<file path="src/rtl/axis_packet_xor_engine.sv">
// Store-process-forward AXI4-Stream engine: buffers one packet, XOR-reduces it, then replays it.
// Optional build macro AXIS_XOR_APPEND_EN appends the XOR word as an extra final output beat.
module axis_packet_xor_engine #(
    parameter int unsigned C_AXIS_TDATA_WIDTH = 32,
    parameter int unsigned C_DEPTH            = 8,
    parameter int unsigned C_CNT_WIDTH        = 8
) (
    input  logic                              axis_aclk,
    input  logic                              axis_aresetn,
    input  logic [C_AXIS_TDATA_WIDTH-1:0]     s00_axis_tdata,
    input  logic [C_AXIS_TDATA_WIDTH/8-1:0]   s00_axis_tstrb,
    input  logic                              s00_axis_tlast,
    input  logic                              s00_axis_tvalid,
    output logic                              s00_axis_tready,
    output logic [C_AXIS_TDATA_WIDTH-1:0]     m00_axis_tdata,
    output logic [C_AXIS_TDATA_WIDTH/8-1:0]   m00_axis_tstrb,
    output logic                              m00_axis_tlast,
    output logic                              m00_axis_tvalid,
    input  logic                              m00_axis_tready,
    output logic [C_AXIS_TDATA_WIDTH-1:0]     xor_result,
    output logic [C_CNT_WIDTH-1:0]            pkt_count,
    output logic [3:0]                        led
);

    localparam int unsigned W      = C_AXIS_TDATA_WIDTH;
    localparam int unsigned PTR_W  = $clog2(C_DEPTH + 1);
    localparam int unsigned ADDR_W = $clog2(C_DEPTH);
    localparam logic [PTR_W-1:0] LAST_SLOT = PTR_W'(C_DEPTH - 1);

    typedef enum logic [1:0] {
        RECV = 2'd0,
        PROC = 2'd1,
        SEND = 2'd2
    } state_t;

    state_t state, state_nxt;

    logic [W-1:0]           mem [C_DEPTH];
    logic [PTR_W-1:0]       wr_ptr;
    logic [PTR_W-1:0]       len;
    logic [PTR_W-1:0]       idx;
    logic [PTR_W-1:0]       rd_ptr;
    logic [W-1:0]           acc;
    logic                   all_equal;
    logic                   truncated;

    logic                   s_hs;
    logic                   m_hs;
    logic                   pkt_end;
    logic                   proc_last;
    logic                   send_done;
    logic [W-1:0]           proc_word;
    logic [W-1:0]           acc_nxt;
    logic [W-1:0]           nxt_data;
    logic                   nxt_last;
    logic [C_CNT_WIDTH-1:0] pkt_cnt_inc;
    logic                   unused_sigs;

    assign m00_axis_tstrb = '1;
    assign unused_sigs    = ^{s00_axis_tstrb, all_equal};

    assign s_hs        = s00_axis_tvalid & s00_axis_tready;
    assign m_hs        = m00_axis_tvalid & m00_axis_tready;
    assign pkt_end     = s_hs & (s00_axis_tlast | (wr_ptr == LAST_SLOT));
    assign proc_last   = (state == PROC) && (idx == len - PTR_W'(1));
    assign send_done   = m_hs & m00_axis_tlast;
    assign proc_word   = mem[ADDR_W'(idx)];
    assign acc_nxt     = acc ^ proc_word;
    assign pkt_cnt_inc = pkt_count + C_CNT_WIDTH'(1);

    // Word presented after the current one; rd_ptr indexes the next beat to send
    always_comb begin
        nxt_data = mem[ADDR_W'(rd_ptr)];
        nxt_last = (rd_ptr == len - PTR_W'(1));
`ifdef AXIS_XOR_APPEND_EN
        nxt_last = 1'b0;
        if (rd_ptr == len) begin
            nxt_data = xor_result;
            nxt_last = 1'b1;
        end
`endif
    end

    always_ff @(posedge axis_aclk or negedge axis_aresetn) begin
        if (!axis_aresetn) begin
            state <= RECV;
        end else begin
            state <= state_nxt;
        end
    end

    always_comb begin
        state_nxt = state;
        unique case (state)
            RECV:    if (pkt_end)   state_nxt = PROC;
            PROC:    if (proc_last) state_nxt = SEND;
            SEND:    if (send_done) state_nxt = RECV;
            default: state_nxt = RECV;
        endcase
    end

    // Packet storage carries no reset; pointers alone define valid contents
    always_ff @(posedge axis_aclk) begin
        if (s_hs) begin
            mem[ADDR_W'(wr_ptr)] <= s00_axis_tdata;
        end
    end

    always_ff @(posedge axis_aclk or negedge axis_aresetn) begin
        if (!axis_aresetn) begin
            s00_axis_tready <= 1'b0;
            m00_axis_tdata  <= '0;
            m00_axis_tlast  <= 1'b0;
            m00_axis_tvalid <= 1'b0;
            xor_result      <= '0;
            pkt_count       <= '0;
            led             <= '0;
            wr_ptr          <= '0;
            len             <= '0;
            idx             <= '0;
            rd_ptr          <= '0;
            acc             <= '0;
            all_equal       <= 1'b0;
            truncated       <= 1'b0;
        end else begin
            s00_axis_tready <= (state_nxt == RECV);
            unique case (state)
                RECV: begin
                    if (pkt_end) begin
                        len       <= wr_ptr + PTR_W'(1);
                        truncated <= ~s00_axis_tlast;
                        wr_ptr    <= '0;
                        idx       <= '0;
                        rd_ptr    <= '0;
                        acc       <= '0;
                        all_equal <= 1'b1;
                    end else if (s_hs) begin
                        wr_ptr <= wr_ptr + PTR_W'(1);
                    end
                end
                PROC: begin
                    acc       <= acc_nxt;
                    all_equal <= all_equal & (proc_word == mem[0]);
                    idx       <= idx + PTR_W'(1);
                    if (proc_last) begin
                        xor_result      <= acc_nxt;
                        led[0]          <= (acc_nxt != '0);
                        led[1]          <= truncated;
                        m00_axis_tdata  <= nxt_data;
                        m00_axis_tlast  <= nxt_last;
                        m00_axis_tvalid <= 1'b1;
                        rd_ptr          <= rd_ptr + PTR_W'(1);
                    end
                end
                SEND: begin
                    if (send_done) begin
                        m00_axis_tvalid <= 1'b0;
                        m00_axis_tlast  <= 1'b0;
                        m00_axis_tdata  <= '0;
                        pkt_count       <= pkt_cnt_inc;
                        led[3:2]        <= pkt_cnt_inc[1:0];
                        truncated       <= 1'b0;
                    end else if (m_hs) begin
                        m00_axis_tdata <= nxt_data;
                        m00_axis_tlast <= nxt_last;
                        rd_ptr         <= rd_ptr + PTR_W'(1);
                    end
                end
                default: ;
            endcase
        end
    end

endmodule

</file>
<file path="config.mk">
export PLATFORM = sky130hd
export DESIGN_NAME = axis_packet_xor_engine
export DESIGN_NICKNAME = d
export VERILOG_FILES = /design/src/rtl/axis_packet_xor_engine.sv
export SDC_FILE = /design/constraint.sdc
export NUM_CORES = 1
export LEC_CHECK = 0
export ABC_CLOCK_PERIOD_IN_PS = 4800
export CORE_MARGIN = 5
export CORE_UTILIZATION = 53
export DETAILED_ROUTE_END_ITERATION = 10
export GPL_ROUTABILITY_DRIVEN = 0
export PLACE_DENSITY = 0.78
export SLEW_MARGIN = 10
export SYNTH_ARGS = -nofsm -noshare
export SYNTH_HDL_FRONTEND = slang
export SYNTH_SLANG_ARGS = --single-unit
</file>
<file path="constraint.sdc">
create_clock -name axis_aclk -period 4.8 [get_ports axis_aclk]
set_input_delay 0.96 -clock axis_aclk [delete_from_list [all_inputs] [get_ports axis_aclk]]
set_output_delay 0.96 -clock axis_aclk [all_outputs]
set_load 0.005 [all_outputs]
</file>
* Yosys cells after proc, flatten, opt, wreduce, memory -nomap -nowiden
Memories as Yosys holds them, arrays and structs flattened.
Cells that the tools add are included.
** Storage, ports and cells
- Register bits :: 130
- Memory bits (writable) :: 256
- Input bits :: 41
- Output and inout bits :: 83
- Logic and storage cells :: 86
- Memories :: 1
** Cells by class
- Add/subtract/negate cells :: 5
- Equality and inequality tests :: 11
- Muxes and demuxes :: 29
- Bitwise gates (word level) :: 7
- Reductions and logical operators :: 18
** Memory list
- mem :: depth 8, bits a word 32, rd ports 2, clocked after memory_dff 0, write ports 1, RTL line 38 : logic [W-1:0] mem [C_DEPTH];
** Operators by type and width (count)
- $mux W32 :: 4
- $pmux W32 S2 :: 2
- $reduce_bool A32 Y1 :: 1
- $xor A32 B32 Y32 :: 1
- $mux W4 :: 6
- $add A4 B1 Y4 const B :: 3
- $pmux W4 S3 :: 1
- $ne A2 B2 Y1 const B :: 5
- $reduce_and A2 Y1 :: 5
- $reduce_and A3 Y1 :: 3
- $add A8 B1 Y8 const B :: 1
- $eq A4 B4 Y1 :: 2
- $mux W1 :: 8
- $pmux W4 S2 :: 1
- $reduce_bool A2 Y1 :: 4
- $mux W2 :: 3
- $pmux W1 S2 :: 3
- $pmux W2 S3 :: 1
- $reduce_and A5 Y1 :: 1
- $and A1 B1 Y1 :: 4
- $eq A4 B3 Y1 const B :: 1
- $logic_not A2 Y1 :: 2
- $sub A4 B1 Y4 const B :: 1
- $ne A3 B3 Y1 const B :: 1
- other kinds (6) :: 6

* Logic depth before layout (Yosys ltp)
Gate-level depths: netlist of run 1.
- Depth after elaboration :: 6
- Mapped depth :: 10
- Gate-level depth less buffers :: 8

* Least setup slack after synthesis of run 1
No wires, ideal clock.
- Path kind :: input-to-reg
- Start :: input s00_axis_tvalid
- End :: memory mem[4][0] in the netlist's numbering (enable)
- Library setup time :: 0.461 ns
- Arrival :: 3.307 ns
- Data required time :: 4.339 ns
- Slack :: 1.032 ns
- Cell stages on the path :: 2
- Path buffers :: 0
- Path through :: nand2b_1 -> nor3_1
** On the way
- Cells in the longest elaborated chain, start to end :: 3
** Ends and longest elaborated chain
- start, declared :: RTL line 13 : input logic s00_axis_tvalid,
- $and A1 B1 Y1 :: RTL line 62 : assign s_hs = s00_axis_tvalid & s00_axis_tready;
- $mux W1 :: RTL line 104 : if (s_hs) begin
- $mux W1 (implied by the code) :: RTL line 105 : mem[ADDR_W'(wr_ptr)] <= s00_axis_tdata;
- end, declared :: RTL line 38
No other way between the ends.

* Worst setup path after layout of run 1
- Start :: register idx[0]
- End :: register led[0]
** On the way
- Cells in the longest elaborated chain, start to end :: 3
- Elaborated cells on any way between the ends :: 6
- Those cells by class :: eq/ne: 1; bitwise: 1; reduce/logical: 3; memory: 1
** Ends and longest elaborated chain
- start, declared :: RTL line 41 : logic [PTR_W-1:0] idx;
- start signal, assigned :: RTL line 144 : idx <= idx + PTR_W'(1);
- $mem_v2 Z8 W32 / $eq A4 B4 Y1 (equally long branches)
- $xor A32 B32 Y32 / $logic_and A1 B1 Y1 (equally long branches) :: RTL line 68, 65
- $reduce_bool A32 Y1 / $reduce_and A2 Y1 (equally long branches)
- end signal, assigned :: RTL line 147 : led[0] <= (acc_nxt != '0);
- end, declared :: RTL line 22 : output logic [3:0] led
Several ways; a longest one is shown, not always the timed one.
A chain may end at the register's enable or synchronous reset.

==> impl_metrics.json, run 1 <==
{
  "switching_share": 0.334,
  "cts_tree": "yes",
  "cts_inserted_buffers": 39,
  "power_frac_comb": 0.357,
  "maxCapViolCount": 0,
  "sequentialPowerShare": 0.399,
  "diodes": 0,
  "postRouteAntennaNets": 0,
  "final_cell_mix": "edfxtp_1 (256), mux4_2 (128), dfrtp_1 (122)",
  "netlist_area_mm2": 0.0170,
  "internal-power_mw": 7.91,
  "grt_max_degree": 103,
  "critical_path_class": "flip-flop to flip-flop",
  "cts_hold_buf": 0,
  "layout-drive-gt1-share": 0.207,
  "ys_ff_latch": 384,
  "synthCells": 1028,
  "fmax_ghz": 0.315,
  "numPortBuffers": 115,
  "fin_util": 0.628,
  "synth_edf_count": 256,
  "cts_buffer_depth": 3,
  "remaining_drc_errors": 0,
  "tns_ns": 0,
  "finalSetupViolCount": 0,
  "first_pass_iters": 5,
  "netlist-cell-type-count": 50,
  "maxSlewViolCount": 0,
  "dieHeight_um": 189,
  "rows": 65,
  "hp-start": "m00_axis_tdata[6]$_DFFE_PN0P_",
  "nets": 1192,
  "period_needed_ns": 3.18,
  "grt.total_usage": 0.211,
  "worstSetupStartpoint": "idx[0]$_DFFE_PN0P_",
  "fill_cells": 2198,
  "clkTransAtPathRegs_ns": 0.06,
  "viasPerCell": 6.13,
  "grt_pass1_vias": 9871,
  "wl_um": 37200,
  "routedWlPerCell_um": 23.6,
  "postCtsSetupBuffers": 0,
  "htree_levels": 2,
  "crit_path_end_kind": "flip-flop",
  "synth_warnings": 0,
  "ios": 124,
  "antenna_found_initial": 2,
  "hold_viol": 0,
  "relSlewSlack": 0.213,
  "status": "complete, no violations",
  "synthArstFlopShare": 0.333,
  "rr_startpoint": "idx[0]$_DFFE_PN0P_",
  "worstPathArrival_ns": 3.55,
  "start_util": 0.537,
  "clockRootBuffer": "clkbuf_16",
  "final_common_cell": "edfxtp_1",
  "p_leak_nw": 6.96,
  "grt_overflow": 0,
  "cts.sinks": 384,
  "rsz0062_at_grt": "no",
  "worstPathRequired_ns": 5.17,
  "path_max_fanout": 24,
  "power_frac_clock": 0.244,
  "power_density_mw_per_mm2": 598,
  "worst_pin_slew_ns": 1.18,
  "grt_pass1_wl_um": 58300,
  "irDropWorstVdd_mv": 0.283,
  "p_switching_mw": 3.97,
  "dp_slack_ns": 1.31,
  "critPathLaunchType": "flip-flop",
  "fin_cells": 1575,
  "synthFlopType": "edfxtp_1",
  "worst_hold_slack_ns": 0.473,
  "dieArea_mm2": 0.0358,
  "hpwl_um": 24200,
  "vias": 9651,
  "cts_resized": 0,
  "drt_iter0_drc": 804,
  "synth_area_per_cell_um2": 16.5,
  "fin_crit_sh": 0.662,
  "ys_seq_area_frac": 0.641,
  "dieWidth_um": 189,
  "core_area_mm2": 0.0316,
  "placedCellCount": 1503,
  "clock_latency_ns": 0.53,
  "setup_ws_ns": 1.62,
  "hp-class": "flip-flop to flip-flop",
  "synthToLayoutAreaGrowth_pct": 16.8,
  "finalClockSkew_ns": 0.0106
}
==> Yosys cell counts (2+ instances only) <==
cell type  instances  area share
mux2i_1           66       0.039
nor4_1             2     0.00074
and2_1             2     0.00074
buf_1             10      0.0022
o21ai_0           81       0.024
nand3_1           10      0.0029
buf_2             17      0.0050
nand2b_1           2     0.00074
buf_6              2      0.0013
mux4_2           128        0.17
nand2_1          116       0.026
edfxtp_1         256        0.45
buf_4              8      0.0035
ha_1               9      0.0066
a21oi_1            6      0.0018
a22o_1             2      0.0010
or2_2              2     0.00074
nor2_1            13      0.0029
nand4_1           11      0.0040
clkbuf_1          33      0.0073
o31ai_1           32       0.014
xnor2_1           14      0.0072
inv_1             10      0.0022
buf_12             2      0.0024
nor3_1             5      0.0015
xor2_1            35       0.018
dfrtp_1          128        0.19
mux2_2             4      0.0026
==> routing by layer <==
layer  vias to the layer above  GRT usage  share of wire
met1                      4959      0.290           0.41
met4                         4     0.0547          0.023
met2                       355      0.353           0.50
met5                         -          0        0.00065
met3                        66     0.0395          0.068
li1                       4267          -              -
==> kinds of logic (layout without fill, tap and decap cells) <==
group                      after synthesis  after routing  synth area share
DFF                                    384            384             0.641
muxes                                  198            198             0.211
and+or+nand+nor                        171            171            0.0438
AOI/OAI and AO/OA                      133            133            0.0471
buffers and inverters                   82            224            0.0239
xor gates and xnor gates                50             50            0.0266
adders and majority gates                9              9           0.00662
other                                    1              4          0.000221
==> critical path, cell delays in order, from the launching register on <==
cell,delay (ns)
dfrtp_4,0.76
buf_4,0.35
mux4_2,0.53
mux2i_1,0.36
xor2_1,0.33
nand4_1,0.14
nor4_1,0.38
a41oi_1,0.16
==> final cells by class <==
type / instances / area, um2 / area share
Multi-Input combinational cell: 565 / 5780 / 0.291
Clock inverter: 21 / 165 / 0.00832
Clock buffer: 51 / 1070 / 0.0540
Timing Repair Buffer: 142 / 1390 / 0.0701
Sequential cell: 384 / 10900 / 0.549
Tap cell: 402 / 503 / 0.0253
Inverter: 10 / 37.5 / 0.00189
==> worst paths after layout <==
| check | end | slack (ns) | depth (start not counted) |
|---|---|---|---|
| max reg2reg | led[0]$_DFFE_PN0P_ | 1.62 | 7 |
| min | m00_axis_tdata[6]$_DFFE_PN0P_ | 0.47 | 2 |
| min in group asynchronous | m00_axis_tdata[27]$_DFFE_PN0P_ | 0.50 | 1 |
| min reg2reg | m00_axis_tdata[6]$_DFFE_PN0P_ | 0.47 | 2 |
| max | led[0]$_DFFE_PN0P_ | 1.62 | 7 |
| max in group asynchronous | idx[0]$_DFFE_PN0P_ | 3.27 | 2 |
==> power by group through the flow <==
| stage | logic [mW] | clock network [mW] | registers [mW] |
|---|---|---|---|
| floorplan | 2.94 | 0 | 4.54 |
| global placement | 4.17 | 0 | 4.77 |
| CTS | 4.28 | 2.95 | 4.75 |
| global route | 4.62 | 3.11 | 4.84 |
| finish | 4.24 | 2.90 | 4.74 |
| detailed placement | 4.26 | 0 | 4.81 |
==> stage by stage <==
step / instance area [um2] / power, mW
2_1_floorplan: 17000 / 7.48
3_3_place_gp: 18600 / 8.95
3_5_place_dp: 18600 / 9.07
4_1_cts: 19900 / 12.0
5_1_grt: 19900 / 12.6
6_report: 19900 / 11.9
==> flip-flops by register name, indices dropped and copies added (netlist names) <==
signal           flops
rd_ptr               4
len                  4
m00_axis_tdata      32
truncated            1
m00_axis_tvalid      1
led                  2
mem                256
s00_axis_tready      1
pkt_count            8
wr_ptr               4
m00_axis_tlast       1
idx                  4
xor_result          32
state                2
acc                 32
No activity file was read; power rests on OpenSTA's default activity.
==> run 2, diff against run 1 <==
--- a/config.mk
+++ b/config.mk
@@ -5,7 +5,7 @@
 export SDC_FILE = /design/constraint.sdc
 export NUM_CORES = 1
 export LEC_CHECK = 0
-export ABC_CLOCK_PERIOD_IN_PS = 4800
+export ABC_CLOCK_PERIOD_IN_PS = 3230
 export CORE_MARGIN = 5
 export CORE_UTILIZATION = 53
 export DETAILED_ROUTE_END_ITERATION = 10
==> constraint.sdc (replaced) <==
create_clock -name axis_aclk -period 3.23 [get_ports axis_aclk]
set_input_delay 0.646 -clock axis_aclk [delete_from_list [all_inputs] [get_ports axis_aclk]]
set_output_delay 0.646 -clock axis_aclk [all_outputs]
set_load 0.005 [all_outputs]
==> impl_metrics.json, run 2 (same netlist as run 1, synthesis figures left out) <==
{
  "start_util": 0.537,
  "period_needed_ns": 2.91,
  "clockRootBuffer": "clkbuf_16",
  "viasPerCell": 6.13,
  "wl_um": 38800,
  "rrSetupSlack_ns": 0.32,
  "grt_pass1_wl_um": 59700,
  "layout-drive-gt1-share": 0.226,
  "dieArea_mm2": 0.0358,
  "largest_reg_flops": 256,
  "grt.total_usage": 0.218,
  "grt_pass1_vias": 9937,
  "cts_resized": 0,
  "finalClockSkew_ns": 0.0234,
  "hp-class": "input pin to async pin",
  "worst_pin_slew_ns": 0.975,
  "postCtsSetupBuffers": 0,
  "internal-power_mw": 12.6,
  "power_frac_comb": 0.378,
  "worstPathArrival_ns": 3.25,
  "maxSlewViolCount": 0,
  "dieWidth_um": 189,
  "cts_hold_buf": 0,
  "drt_iter0_drc": 828,
  "cpMaxStageDelayCell": "mux4_2",
  "antenna_found_initial": 4,
  "fin_crit_sh": 0.901,
  "grt_max_degree": 104,
  "remaining_drc_errors": 0,
  "hold_viol": 0,
  "finalSetupViolCount": 0,
  "irDropWorstVdd_mv": 0.444,
  "crit_path_end_kind": "flip-flop",
  "p_switching_mw": 6.02,
  "vias": 9816,
  "fmax_ghz": 0.344,
  "critPathLaunchType": "flip-flop",
  "rows": 65,
  "dieHeight_um": 189,
  "final_common_cell": "edfxtp_1",
  "p_total_mw": 18.6,
  "slowest_delay_ns": 0.55,
  "cts.sinks": 384,
  "first_pass_iters": 5,
  "routedWlPerCell_um": 24.2,
  "worstPathRequired_ns": 3.57,
  "path_max_fanout": 34,
  "rr_worst_depth": 7,
  "fill_cells": 2192,
  "multi_input_area_mm2": 0.00579,
  "worst_path_dominant_cell_family": "multiplexers",
  "crit_chain": "buf_12 -> mux4_2 -> mux2i_1 -> xor2_1 -> nand4_1 -> nor4_1 -> a41oi_1",
  "top_register": "mem",
  "relSlewSlack": 0.350,
  "postRouteAntennaNets": 0,
  "nets": 1218,
  "grt_overflow": 0,
  "power_frac_clock": 0.249,
  "final_cell_mix": "edfxtp_1 (256), mux4_2 (128), dfrtp_1 (122)",
  "ios": 124,
  "status": "complete, no violations",
  "cts_buffer_depth": 3,
  "clkTransAtPathRegs_ns": 0.06,
  "critical_path_class": "flip-flop to flip-flop",
  "rr_startpoint": "idx[0]$_DFFE_PN0P_",
  "htree_levels": 2,
  "core_area_mm2": 0.0316,
  "numPortBuffers": 115,
  "rsz0062_at_grt": "no",
  "maxCapViolCount": 0,
  "switching_share": 0.323,
  "rr_endpoint": "led[0]$_DFFE_PN0P_",
  "tns_ns": 0,
  "seqCellArea_mm2": 0.0109,
  "power_density_mw_per_mm2": 916,
  "hpwl_um": 24000,
  "sequentialPowerShare": 0.372,
  "clock_latency_ns": 0.52,
  "cts_inserted_buffers": 37,
  "cts_tree": "yes",
  "p_leak_nw": 7.19,
  "crit_buf_inv": 1,
  "synthToLayoutAreaGrowth_pct": 19.6
}
run 2: how the worst max path moves through the flow:
stage,endpoint,start,depth (start not counted),slack [ns]
after global routing,led[0]$_DFFE_PN0P_,idx[0]$_DFFE_PN0P_,9,0.25
after floorplan,mem[0][0]$_DFFE_PP_,wr_ptr[2]$_DFFE_PN0P_,3,0.45
after global placement,led[0]$_DFFE_PN0P_,idx[0]$_DFFE_PN0P_,9,0.39
final,led[0]$_DFFE_PN0P_,idx[0]$_DFFE_PN0P_,7,0.32
after detailed placement,led[0]$_DFFE_PN0P_,idx[0]$_DFFE_PN0P_,9,0.35
after CTS,led[0]$_DFFE_PN0P_,idx[0]$_DFFE_PN0P_,9,0.34
run 2: power by group through the flow:
| stage | combinational (mW) | sequential, mW | clock [mW] |
|---|---|---|---|
| final | 7.04 | 6.94 | 4.65 |
| after global routing | 7.61 | 7.06 | 4.96 |
| after CTS | 7.10 | 6.95 | 4.74 |
| after detailed placement | 7.02 | 7.02 | 0 |
| after global placement | 6.88 | 6.96 | 0 |
| after floorplan | 4.37 | 6.75 | 0 |
run 2: cell type report:
cell class,instances,area share
Clock inverter,20,0.0140
Multi-Input combinational cell,565,0.285
Sequential cell,384,0.536
Antenna cell,2,0.000246
Timing Repair Buffer,170,0.0868
Tap cell,402,0.0247
Clock buffer,48,0.0512
Inverter,10,0.00185
run 2: layer usage:
metal | up-vias | part of all wire | GRT usage
met5 | - | 0.00064 | 0
met4 | 4 | 0.021 | 0.0597
met3 | 53 | 0.081 | 0.0417
met2 | 388 | 0.49 | 0.355
met1 | 5058 | 0.40 | 0.306
li1 | 4313 | - | -
run 2: per-stage QoR:
stage | std cells | util | area (um2) | setup WS, ns | hold slack, ns
after CTS | 1599 | 0.643 | 20300 | 0.339 | 0.296
final | 1601 | 0.643 | 20300 | 0.321 | 0.224
after floorplan | 1031 | - | 17000 | 0.445 | 0.350
after detailed placement | 1531 | 0.601 | 19000 | 0.355 | 0.466
after global routing | 1601 | 0.643 | 20300 | 0.254 | 0.316
after global placement | 1531 | 0.601 | 19000 | 0.390 | 0.463
run 2: worst reg2reg max path: cells and delay by family, from the launching register on:
kind | cells | cell delay (ns)
simple gates | 2 | 0.62
mux | 2 | 0.91
compound gates | 1 | 0.15
buf+inv | 1 | 0.28
xor+xnor | 1 | 0.36
flops | 1 | 0.44
==> run 3, diff against run 2 <==
--- a/config.mk
+++ b/config.mk
@@ -6,10 +6,13 @@
 export NUM_CORES = 1
 export LEC_CHECK = 0
 export ABC_CLOCK_PERIOD_IN_PS = 3230
+export CAP_MARGIN = 20
 export CORE_MARGIN = 5
 export CORE_UTILIZATION = 53
+export CTS_CLUSTER_DIAMETER = 50
 export DETAILED_ROUTE_END_ITERATION = 10
 export GPL_ROUTABILITY_DRIVEN = 0
+export GPL_TIMING_DRIVEN = 0
 export PLACE_DENSITY = 0.78
 export SLEW_MARGIN = 10
 export SYNTH_ARGS = -nofsm -noshare
==> impl_metrics.json, run 3 (same netlist as run 1, synthesis figures left out) <==
{
  "hold_viol": 0,
  "path_max_fanout": 10,
  "grt_use_met3": 0.0531,
  "grt_use_met1": 0.326,
  "largest_reg_flops": 256,
  "power_density_mw_per_mm2": 907,
  "irDropWorstVdd_mv": 0.392,
  "period_needed_ns": 3.18,
  "ios": 124,
  "worstPathRequired_ns": 3.60,
  "synthToLayoutAreaGrowth_pct": 19.5,
  "grt.busiest_layer": "met2",
  "worstPathArrival_ns": 3.55,
  "finalSetupViolCount": 0,
  "placedCellCount": 1561,
  "worst_path_dominant_cell_family": "buffers and inverters",
  "hpwl_um": 29100,
  "slowest_delay_ns": 0.46,
  "grt_pass1_wl_um": 65100,
  "dieWidth_um": 189,
  "rows": 65,
  "drt_iter0_drc": 900,
  "hp-class": "input pin to async pin",
  "dpl-instance-area_mm2": 0.0190,
  "status": "complete, no violations",
  "finalClockSkew_ns": 0.0129,
  "viasPerCell": 6.23,
  "core_area_mm2": 0.0316,
  "htree_levels": 2,
  "p_leak_nw": 7.17,
  "fmax_ghz": 0.314,
  "clockRootBuffer": "clkbuf_16",
  "grt.total_usage": 0.243,
  "critPathLaunchType": "flip-flop",
  "postRouteAntennaNets": 0,
  "grt_max_degree": 82,
  "p_total_mw": 18.4,
  "antenna_found_initial": 5,
  "dieArea_mm2": 0.0358,
  "maxCapViolCount": 0,
  "maxSlewViolCount": 0,
  "clkTransAtPathRegs_ns": 0.06,
  "remaining_drc_errors": 0,
  "rr_worst_depth": 8,
  "multi_input_area_mm2": 0.00578,
  "cts.sinks": 384,
  "first_pass_iters": 5,
  "final_common_cell": "edfxtp_1",
  "cpMaxStageDelayCell": "buf_2",
  "fin_util": 0.642,
  "final_cell_mix": "edfxtp_1 (256), mux4_2 (128), dfrtp_1 (127)",
  "grt_pass1_vias": 10499,
  "fin_cells": 1632,
  "layout-drive-gt1-share": 0.209,
  "rr_startpoint": "idx[1]$_DFFE_PN0P_",
  "numPortBuffers": 115,
  "cts_inserted_buffers": 39,
  "cts_hold_buf": 0,
  "grt_overflow": 0,
  "worstSetupStartpoint": "idx[1]$_DFFE_PN0P_",
  "routedWlPerCell_um": 26.2,
  "crit_path_end_kind": "flip-flop",
  "rsz0062_at_grt": "no",
  "fill_cells": 2131,
  "seqCellArea_mm2": 0.0109,
  "fin_crit_sh": 0.985,
  "met2_usage": 0.400,
  "relSlewSlack": 0.273,
  "worst_pin_slew_ns": 1.09,
  "postCtsSetupBuffers": 0,
  "nets": 1250,
  "top_register": "mem",
  "clock_latency_ns": 0.53,
  "vias": 10167,
  "cts_tree": "yes",
  "wl_um": 42800,
  "critical_path_class": "flip-flop to flip-flop",
  "fin_area_mm2": 0.0203,
  "dieHeight_um": 189,
  "crit_buf_inv": 3,
  "cp_num_cells": 8,
  "start_util": 0.537,
  "cts_buffer_depth": 3,
  "crit_chain": "clkbuf_1 -> clkbuf_2 -> buf_2 -> mux2i_1 -> xor2_1 -> nand4_1 -> nor4_1 -> a41oi_1"
}
[run 3: cell count changes in the layout (fill, tap and decap cells not counted), moves of 6 or more]
cell | previous run | this run
buf_12 | 16 | 5
buf_2 | 0 | 15
buf_16 | 0 | 6
buf_1 | 0 | 8
buf_4 | 39 | 9
clkbuf_1 | 5 | 35
[run 3: final cells by class]
cell class,count,area share
plain buffers,71,0.0188
well taps,402,0.0248
multi-input cells,565,0.285
clock buffers,53,0.0544
clock inverters,16,0.00807
inverters,10,0.00185
diodes,2,0.000246
flip-flops and latches,384,0.536
repair buffers,129,0.0713
[run 3: worst reg2reg max path, stage by stage, from the launching register on]
cell,delay [ns]
dfrtp_1,0.34
clkbuf_1,0.26
clkbuf_2,0.38
buf_2,0.47
mux2i_1,0.38
xor2_1,0.45
nand4_1,0.31
nor4_1,0.30
a41oi_1,0.14
[run 3: worst paths after layout]
check | endpoint | slack, ns
setup / recovery | led[0]$_DFFE_PN0P_ | 0.05
hold / removal | m00_axis_tdata[28]$_DFFE_PN0P_ | 0.07
setup reg to reg | led[0]$_DFFE_PN0P_ | 0.05
hold reg to reg | xor_result[18]$_DFFE_PN0P_ | 0.47
min in group axis_aclk | xor_result[18]$_DFFE_PN0P_ | 0.47
max in group asynchronous | xor_result[17]$_DFFE_PN0P_ | 2.37
[run 3: report_power, final]
part           total (mW)  internal [mW]  switching (mW)
Combinational        7.16           3.27            3.89
Sequential           6.79           6.22           0.576
Clock                4.48           2.64            1.84
Total                18.4           12.1            6.31
[run 3: routing by layer]
metal | routed length [um] | up-vias
li1 | - | 4375
met1 | 16400 | 5162
met2 | 21000 | 535
met3 | 4100 | 89
met4 | 1340 | 6
met5 | 39 | -
[run 3: what timing repair did]
action / in CTS / in global routing
setup endpoints to repair: 1 / 1
gates resized for setup: 7 / 6
hold endpoints to repair: 0 / 0
[run 3: through the flow]
step / TNS [ns] / hold WS [ns] / setup WS, ns
2_1_floorplan: 0 / 0.350 / 0.445
3_3_place_gp: -854.75 / 0.462 / -3.83
3_5_place_dp: -0.382 / 0.466 / -0.382
4_1_cts: 0 / 0.0925 / 0.0356
5_1_grt: 0 / 0.101 / 0.00729
6_report: 0 / 0.0701 / 0.0485
